===== config.mk =====
export PLATFORM = sky130hd
export DESIGN_NAME = hazard_unit
export DESIGN_NICKNAME = d
export VERILOG_FILES = /design/src/rtl/rv_pipe_pkg.sv /design/src/rtl/hazard_unit_md.sv /design/src/rtl/hazard_unit.sv
export SDC_FILE = /design/constraint.sdc
export NUM_CORES = 1
export LEC_CHECK = 0
export BUFFER_PORTS_ARGS = -buffer_cell sky130_fd_sc_hd__buf_2
export CAP_MARGIN = 10
export CORE_UTILIZATION = 50
export CTS_CLUSTER_SIZE = 8
export DETAILED_ROUTE_END_ITERATION = 16
export PLACE_DENSITY = 0.77
export SETUP_SLACK_MARGIN = 0.15
export SLEW_MARGIN = 40
export SYNTH_ARGS = -nofsm -noshare
export SYNTH_HDL_FRONTEND = slang
export SYNTH_SLANG_ARGS = --single-unit
export TNS_END_PERCENT = 20

===== constraint.sdc =====
create_clock -name clk -period 2.55 [get_ports clk]
set_clock_uncertainty 0.15 [all_clocks]
set_input_delay 0.1275 -clock clk [delete_from_list [all_inputs] [get_ports clk]]
set_output_delay 0.1275 -clock clk [all_outputs]
set_load 0.01 [all_outputs]

===== src/rtl/rv_pipe_pkg.sv =====
// Shared pipeline definitions: RV32I opcodes, MUL/DIV FSM states and
// register-usage helpers used by the hazard and forwarding units.
package rv_pipe_pkg;

    localparam logic [6:0] OP_R     = 7'b0110011;
    localparam logic [6:0] OP_I     = 7'b0010011;
    localparam logic [6:0] OP_LOAD  = 7'b0000011;
    localparam logic [6:0] OP_S     = 7'b0100011;
    localparam logic [6:0] OP_B     = 7'b1100011;
    localparam logic [6:0] OP_JAL   = 7'b1101111;
    localparam logic [6:0] OP_JALR  = 7'b1100111;
    localparam logic [6:0] OP_LUI   = 7'b0110111;
    localparam logic [6:0] OP_AUIPC = 7'b0010111;

    typedef enum logic {
        IDLE,
        MD_BUSY
    } md_state_e;

    // Only U-type and JAL have no rs1 field.
    function automatic logic uses_rs1(input logic [6:0] op);
        return !(op == OP_LUI || op == OP_AUIPC || op == OP_JAL);
    endfunction

    function automatic logic uses_rs2(input logic [6:0] op);
        return (op == OP_R || op == OP_S || op == OP_B);
    endfunction

endpackage


===== src/rtl/hazard_unit_md.sv =====
// MUL/DIV occupancy tracker: holds EX frozen for MD_LATENCY-1 cycles.
// In: clk, rst, md_start_ex. Out: freeze, md_done, busy.
module md_stall_ctrl
    import rv_pipe_pkg::*;
#(
    parameter int MD_LATENCY = 4
) (
    input  logic clk,
    input  logic rst,
    input  logic md_start_ex,
    output logic freeze,
    output logic md_done,
    output logic busy
);

    localparam int CW = $clog2(MD_LATENCY);
    localparam logic [CW-1:0] CNT_ONE  = CW'(1);
    localparam logic [CW-1:0] CNT_LAST = CW'(MD_LATENCY - 1);

    md_state_e     state_q, state_d;
    logic [CW-1:0] cnt_q, cnt_d;

    always_ff @(posedge clk) begin
        if (rst) begin
            state_q <= IDLE;
            cnt_q   <= '0;
        end else begin
            state_q <= state_d;
            cnt_q   <= cnt_d;
        end
    end

    always_comb begin
        state_d = state_q;
        cnt_d   = cnt_q;
        freeze  = 1'b0;
        md_done = 1'b0;
        busy    = 1'b0;
        unique case (state_q)
            IDLE: begin
                if (md_start_ex) begin
                    freeze  = 1'b1;
                    cnt_d   = CNT_ONE;
                    state_d = MD_BUSY;
                end
            end
            MD_BUSY: begin
                busy = 1'b1;
                // md_start_ex is a don't-care here: EX still holds the op.
                if (cnt_q != CNT_LAST) begin
                    freeze = 1'b1;
                    cnt_d  = cnt_q + CNT_ONE;
                end else begin
                    md_done = 1'b1;
                    cnt_d   = '0;
                    state_d = IDLE;
                end
            end
        endcase
        // Reset aborts any sequence without a completion pulse.
        if (rst) begin
            freeze  = 1'b0;
            md_done = 1'b0;
            busy    = 1'b0;
        end
    end

endmodule


===== src/rtl/hazard_unit.sv =====
// Pipeline interlock: load-use stall, redirect flush, MUL/DIV freeze,
// plus saturating stall/flush counters. Outputs are combinational.
module hazard_unit
    import rv_pipe_pkg::*;
#(
    parameter int MD_LATENCY = 4,
    parameter int CNT_W      = 32
) (
    input  logic             clk,
    input  logic             rst,
    input  logic [4:0]       rs1_id,
    input  logic [4:0]       rs2_id,
    input  logic [6:0]       opcode_id,
    input  logic [4:0]       rd_ex,
    input  logic             MemRead_ex,
    input  logic             branch_taken_ex,
    input  logic             jump_ex,
    input  logic             md_start_ex,
    output logic             pc_write,
    output logic             ifid_write,
    output logic             ifid_flush,
    output logic             idex_write,
    output logic             idex_bubble,
    output logic             exmem_bubble,
    output logic             md_done,
    output logic             load_use,
    output logic             busy,
    output logic [CNT_W-1:0] stall_cnt,
    output logic [CNT_W-1:0] flush_cnt
);

    localparam logic [CNT_W-1:0] CNT_MAX = {CNT_W{1'b1}};
    localparam logic [CNT_W-1:0] CNT_ONE = CNT_W'(1);

    logic             freeze;
    logic             hit;
    logic             redirect;
    logic [CNT_W-1:0] stall_cnt_q, stall_cnt_d;
    logic [CNT_W-1:0] flush_cnt_q, flush_cnt_d;

    md_stall_ctrl #(
        .MD_LATENCY (MD_LATENCY)
    ) u_md (
        .clk         (clk),
        .rst         (rst),
        .md_start_ex (md_start_ex),
        .freeze      (freeze),
        .md_done     (md_done),
        .busy        (busy)
    );

    // Store data (rs2 of S-type) also needs the stall: no MEM->MEM path.
    assign hit = MemRead_ex && (rd_ex != 5'd0) &&
                 ((uses_rs1(opcode_id) && rd_ex == rs1_id) ||
                  (uses_rs2(opcode_id) && rd_ex == rs2_id));

    assign redirect = branch_taken_ex || jump_ex;

    always_comb begin
        pc_write     = 1'b1;
        ifid_write   = 1'b1;
        idex_write   = 1'b1;
        ifid_flush   = 1'b0;
        idex_bubble  = 1'b0;
        exmem_bubble = 1'b0;
        load_use     = 1'b0;
        if (!rst) begin
            if (freeze) begin
                pc_write     = 1'b0;
                ifid_write   = 1'b0;
                idex_write   = 1'b0;
                exmem_bubble = 1'b1;
            end else if (redirect) begin
                // Younger ID instruction is squashed, so no load-use.
                ifid_flush  = 1'b1;
                idex_bubble = 1'b1;
            end else if (hit) begin
                pc_write    = 1'b0;
                ifid_write  = 1'b0;
                idex_bubble = 1'b1;
                load_use    = 1'b1;
            end
        end
    end

    always_comb begin
        stall_cnt_d = stall_cnt_q;
        flush_cnt_d = flush_cnt_q;
        if (!pc_write && stall_cnt_q != CNT_MAX) begin
            stall_cnt_d = stall_cnt_q + CNT_ONE;
        end
        if (ifid_flush && flush_cnt_q != CNT_MAX) begin
            flush_cnt_d = flush_cnt_q + CNT_ONE;
        end
    end

    always_ff @(posedge clk) begin
        if (rst) begin
            stall_cnt_q <= '0;
            flush_cnt_q <= '0;
        end else begin
            stall_cnt_q <= stall_cnt_d;
            flush_cnt_q <= flush_cnt_d;
        end
    end

    assign stall_cnt = stall_cnt_q;
    assign flush_cnt = flush_cnt_q;

endmodule


-- Yosys cells after proc, flatten, opt, wreduce, memory -nomap -nowiden
Cells that the tools add are included.
Widths: inputs -> output; s select.
- add/subtract/negate cells: 3
- equal/unequal tests: 12
- mux-type cells: 30
- bitwise operators: 1
- reduce and logical (&&, ||, !) cells: 15
- operator list (cell ; number):
    $add 32x1->32 const B ; 2
    $ne 32x32->1 const B ; 2
    $mux 1 ; 26
    $eq 7x6->1 const B ; 3
    $eq 7x7->1 const B ; 2
    $eq 5x5->1 ; 2
    $eq 7x5->1 const B ; 1
    $logic_and 1x1->1 ; 6
    $logic_or 1x1->1 ; 6
    $reduce_bool 5->1 ; 1
    $mux 2 ; 2
    $ne 2x2->1 const B ; 2
    $pmux 2 s2 ; 1
    $add 2x1->2 const B ; 1
    $logic_not 1->1 ; 2
    $pmux 1 s2 ; 1
    $not 1->1 ; 1
- flip-flop bits (word level): 67
- input bits: 28
- output and inout bits: 73
- word-level logic and storage cells: 65

-- Depth between registers and ports, before layout
- depth after elaboration: 13
- mapped depth: 10
- depth with buffers taken out: 8

-- Modules after synthesis
Synthesis repeated with hierarchy kept, for this count alone.
- cell total of the unflattened synthesis: 438
- area, all modules: 3671.0 µm²
- modules (own cells, without submodules) (module ; times used ; cells each ; area an instance (µm²) ; sequential area each (µm²)):
    hazard_unit ; 1 ; 425 ; 3534.6 ; 1281.2
    md_stall_ctrl ; 1 ; 13 ; 136.4 ; 60.1

-- Least setup slack after synthesis
No wires, ideal clock.
- path kind: reg2reg
- from: register u_md.cnt_q[0]
- to: register stall_cnt_q[28], in the netlist stall_cnt[28]
- setup time: 121 ps
- data arrival time: 2027 ps
- data required time: 2279 ps
- path slack: 252 ps
- cell stages (with the launch flop): 10
- buffers on the path: 1
- period minus slack after synthesis: 2298 ps
- cell sequence: dfxtp_1 ha_1 nand2b_1 a21o_1 inv_1 o31a_2 inv_2 buf_6 nor4b_1 mux2_2
- word-level cells in the longest chain between the ends: 8
- RTL lines (item ; RTL line ; source):
    start: declaration ; hazard_unit_md.sv:21 ; logic [CW-1:0] cnt_q, cnt_d;
    start signal: assignment ; hazard_unit_md.sv:29 ; cnt_q <= cnt_d;
    $ne 2x2->1 ; hazard_unit_md.sv:50 ; if (cnt_q != CNT_LAST) begin
    $mux 1 ; hazard_unit_md.sv:50 ;
    $pmux 1 s2 ; hazard_unit_md.sv:39 ; unique case (state_q)
    $mux 1 ; hazard_unit_md.sv:61 ; if (rst) begin
    $mux 1 ; hazard_unit.sv:68 ; if (freeze) begin
    $mux 1 ; hazard_unit.sv:67 ; if (!rst) begin
    $logic_not 1->1 ; hazard_unit.sv:89 ; if (!pc_write && stall_cnt_q != CNT_MAX) begin
    $logic_and 1x1->1 ; hazard_unit.sv:89 ;
    end signal: assignment ; hazard_unit.sv:102 ; stall_cnt_q <= stall_cnt_d;
    end: declaration ; hazard_unit.sv:38 ; logic [CNT_W-1:0] stall_cnt_q, stall_cnt_d;
No other way between the ends.
A chain may end at the register's enable or synchronous reset.

-- Worst setup path in the final report
- from: register u_md.cnt_q[0]
- to: register stall_cnt_q[17], in the netlist stall_cnt[17]
The elaborated chain is that of the path after synthesis.

==> flow_metrics.env <==
export IMPL_rsz0062_at_grt="true"
export IMPL_vias=3745
export IMPL_drt_pass1_iterations=5
export IMPL_detail_route_wirelength_um=9490
export IMPL_min_period_over_period_pct=92.4
export IMPL_synthCells=434
export IMPL_drive_above_1_share_pct=29.2
export IMPL_power_frac_clock_pct=46.6
export IMPL_power_switching_mw=0.509
export IMPL_cp_start_kind="flop"
export IMPL_synthDistinctLibCells=54
export IMPL_tns_ns=0
export IMPL_fin_area_um2=4650
export IMPL_num_rows=30
export IMPL_cp_slowest_stage_delay_ns=0.50
export IMPL_combPwrFrac_pct=7.4
export IMPL_swShare_pct=22.0
export IMPL_path_buf_inv=2
export IMPL_p_per_area_nw_per_um2=497
export IMPL_grt_max_degree=46
export IMPL_path_class="flop to flop"
export IMPL_yosys_warnings=0
export IMPL_period_minus_slack_ns=2.36
export IMPL_grt_pass1_wl_um=14600
export IMPL_holdWs_ns=0.0271
export IMPL_final_common_cell="buf_2"
export IMPL_yosysSeqAreaShare_pct=37.3
export IMPL_track_usage_pct=24.1
export IMPL_die_y_um=86.8
export IMPL_syn_cell_area_um2=3600
export IMPL_crit_slowest_cell="or4_1"
export IMPL_grt_pass1_vias=3228
export IMPL_drtAntennaViolNets=0
export IMPL_postSynthAreaPerCell_um2=8.29
export IMPL_fp_dieW_um=86.8
export IMPL_via_per_inst=5.82
export IMPL_antenna_found_initial=0
export IMPL_arrival_ns=2.47
export IMPL_synth_ff_type="dfxtp_1"
export IMPL_syn_num_nets=465
export IMPL_maxSlewViolCount=0
export IMPL_instances_no_fill=644
export IMPL_io_pins=101
export IMPL_place_area_um2=4210
export IMPL_first_iter_violations=145
export IMPL_synth_edf_count=0
export IMPL_area_delta_synth_final_pct=29.1
export IMPL_dieArea_um2=7540
export IMPL_synthArstFlopShare_pct=0
export IMPL_worst_pin_slew_ns=0.651
export IMPL_ys_seq_elements=67
export IMPL_p_seq_share_pct=46.0
export IMPL_p_int_mw=1.80
export IMPL_hold_viol=0
export IMPL_routabilityCongestion=0.801
export IMPL_h_tree_depth=3
export IMPL_crit_chain="ha_1 > nand2b_4 > a21o_1 > o41ai_1 > o31a_2 > inv_4 > clkbuf_16 > or4_1 > a21oi_1"
export IMPL_hold_path_class="input port to flop"
export IMPL_cts_sinks=67
export IMPL_cts_root_buffer="clkbuf_8"
export IMPL_p_leak_nw=1.82
export IMPL_tritoncts="yes"
export IMPL_wl_per_cell_um=14.7
export IMPL_crit_fanout=22
export IMPL_crit_family="compound AO/OA/AOI/OAI gates"
export IMPL_numPortBuffers=100
export IMPL_final_cell_mix="buf_2, dfxtp_1, nor2_1"
export IMPL_dpl_hpwl_um=6460
export IMPL_fmax_ghz=0.424
export IMPL_initial_core_util_pct=52.4
export IMPL_fin_nets=574
export IMPL_vdd_drop_max_uv=322
export IMPL_cp_end_kind="flop"
export IMPL_relSlewSlack_pct=56.2
export IMPL_setup_violations=0
export IMPL_critPathRequiredTime_ns=2.67
export IMPL_numPlacedInstances=621
export IMPL_fp_coreArea_um2=6870
export IMPL_clk_path_buf_depth=2
export IMPL_drv_cap=0
export IMPL_status="complete, no violations"
export IMPL_clock_latency_ns=0.33
export IMPL_path_clk_slew_ns=0.07
export IMPL_numCtsBuffers=9
export IMPL_diodes=0
export IMPL_grt_ovfl_total=0
export IMPL_drc=0
## power by group through the flow
stage          Combinational (mW)  Sequential (mW)  Clock [mW]
2_1_floorplan              0.0884             1.08           0
3_3_place_gp                0.140             1.08           0
3_5_place_dp                0.146             1.08           0
6_report                    0.170             1.06        1.08
4_1_cts                     0.149             1.06        1.09
5_1_grt                     0.185             1.06        1.13
## registers in the layout, summed over array words and instances, names as in the netlist
register      cells
u_md.cnt_q        2
flush_cnt        32
u_md.state_q      1
stall_cnt        32
## synthesized netlist by cell type (all sizes together), types with 7 or more instances
cell type	number	share of area, %
a21oi	32	4.5
and3	9	1.6
buf	11	2.1
clkbuf	8	0.83
dfxtp	67	37
inv	7	0.73
nand2	20	2.1
nand3	30	4.5
nand4	29	5.0
nor2	46	4.8
nor2b	7	1.2
nor3	8	1.3
nor4	15	3.4
o21ai	25	3.5
or3	24	4.2
xnor2	18	4.4
xor2	17	4.1
## cells by family after synthesis
group / count (synthesis) / synth area share (%)
DFF: 67 / 37.3
AOI/OAI and AO/OA: 82 / 13.8
muxes: 6 / 1.84
xor gates and xnor gates: 35 / 8.52
adders and majority gates: 3 / 1.04
buffers and inverters: 27 / 3.96
and+or+nand+nor: 214 / 33.6
## timing repair
item / CTS / global route
hold endpoints to repair: 7 / 0
cloned: 0 / 2
hold buffers: 2 / 0
buffers inserted: 0 / 3
resized for setup: 1 / 21
endpoints found under the setup margin: 8 / 22
pin swaps: 0 / 4
## layer usage
layer  vias to the layer above  GRT usage [%]  wire, µm
li1                       1821              -         -
met1                      1778           33.3      4380
met2                       135           37.8      4470
met3                        11           3.90       530
met4                         0           8.79       116
met5                         -              0         0
## worst reg2reg max path, stage by stage, from the launching register on
cell       delay (ns)
dfxtp_2          0.33
ha_1             0.20
nand2b_4         0.16
a21o_1           0.22
o41ai_1          0.07
o31a_2           0.24
inv_4            0.08
clkbuf_16        0.18
or4_1            0.50
a21oi_1          0.14
## per-stage QoR
| stage | power [mW] | utilization [%] | worst slack, ns |
|---|---|---|---|
| 3_5_place_dp | 1.23 | 61.3 | 0.110 |
| 5_1_grt | 2.38 | 67.7 | 0.0920 |
| 4_1_cts | 2.30 | 65.2 | 0.102 |
| 2_1_floorplan | 1.17 | - | 0.252 |
| 6_report | 2.31 | 67.7 | 0.193 |
| 3_3_place_gp | 1.22 | 61.3 | 0.224 |
## worst paths after layout
kind                 start            end  slack [ns]  cells past startpoint
max          u_md.cnt_q[0]  stall_cnt[17]        0.19                      9
min            md_start_ex  u_md.cnt_q[1]        0.03                      4
max reg2reg  u_md.cnt_q[0]  stall_cnt[17]        0.19                      9
min reg2reg  stall_cnt[31]  stall_cnt[31]        0.36                      2
## cell type report
class | count | area, µm²
tap | 96 | 120
inverter | 7 | 28.8
multi-input combinational | 340 | 2200
clock buffer | 11 | 141
clock inverter | 5 | 100
sequential | 67 | 1340
timing repair buffer | 118 | 708
fill | 574 | 2220
Power figures use the tool's default switching activity.
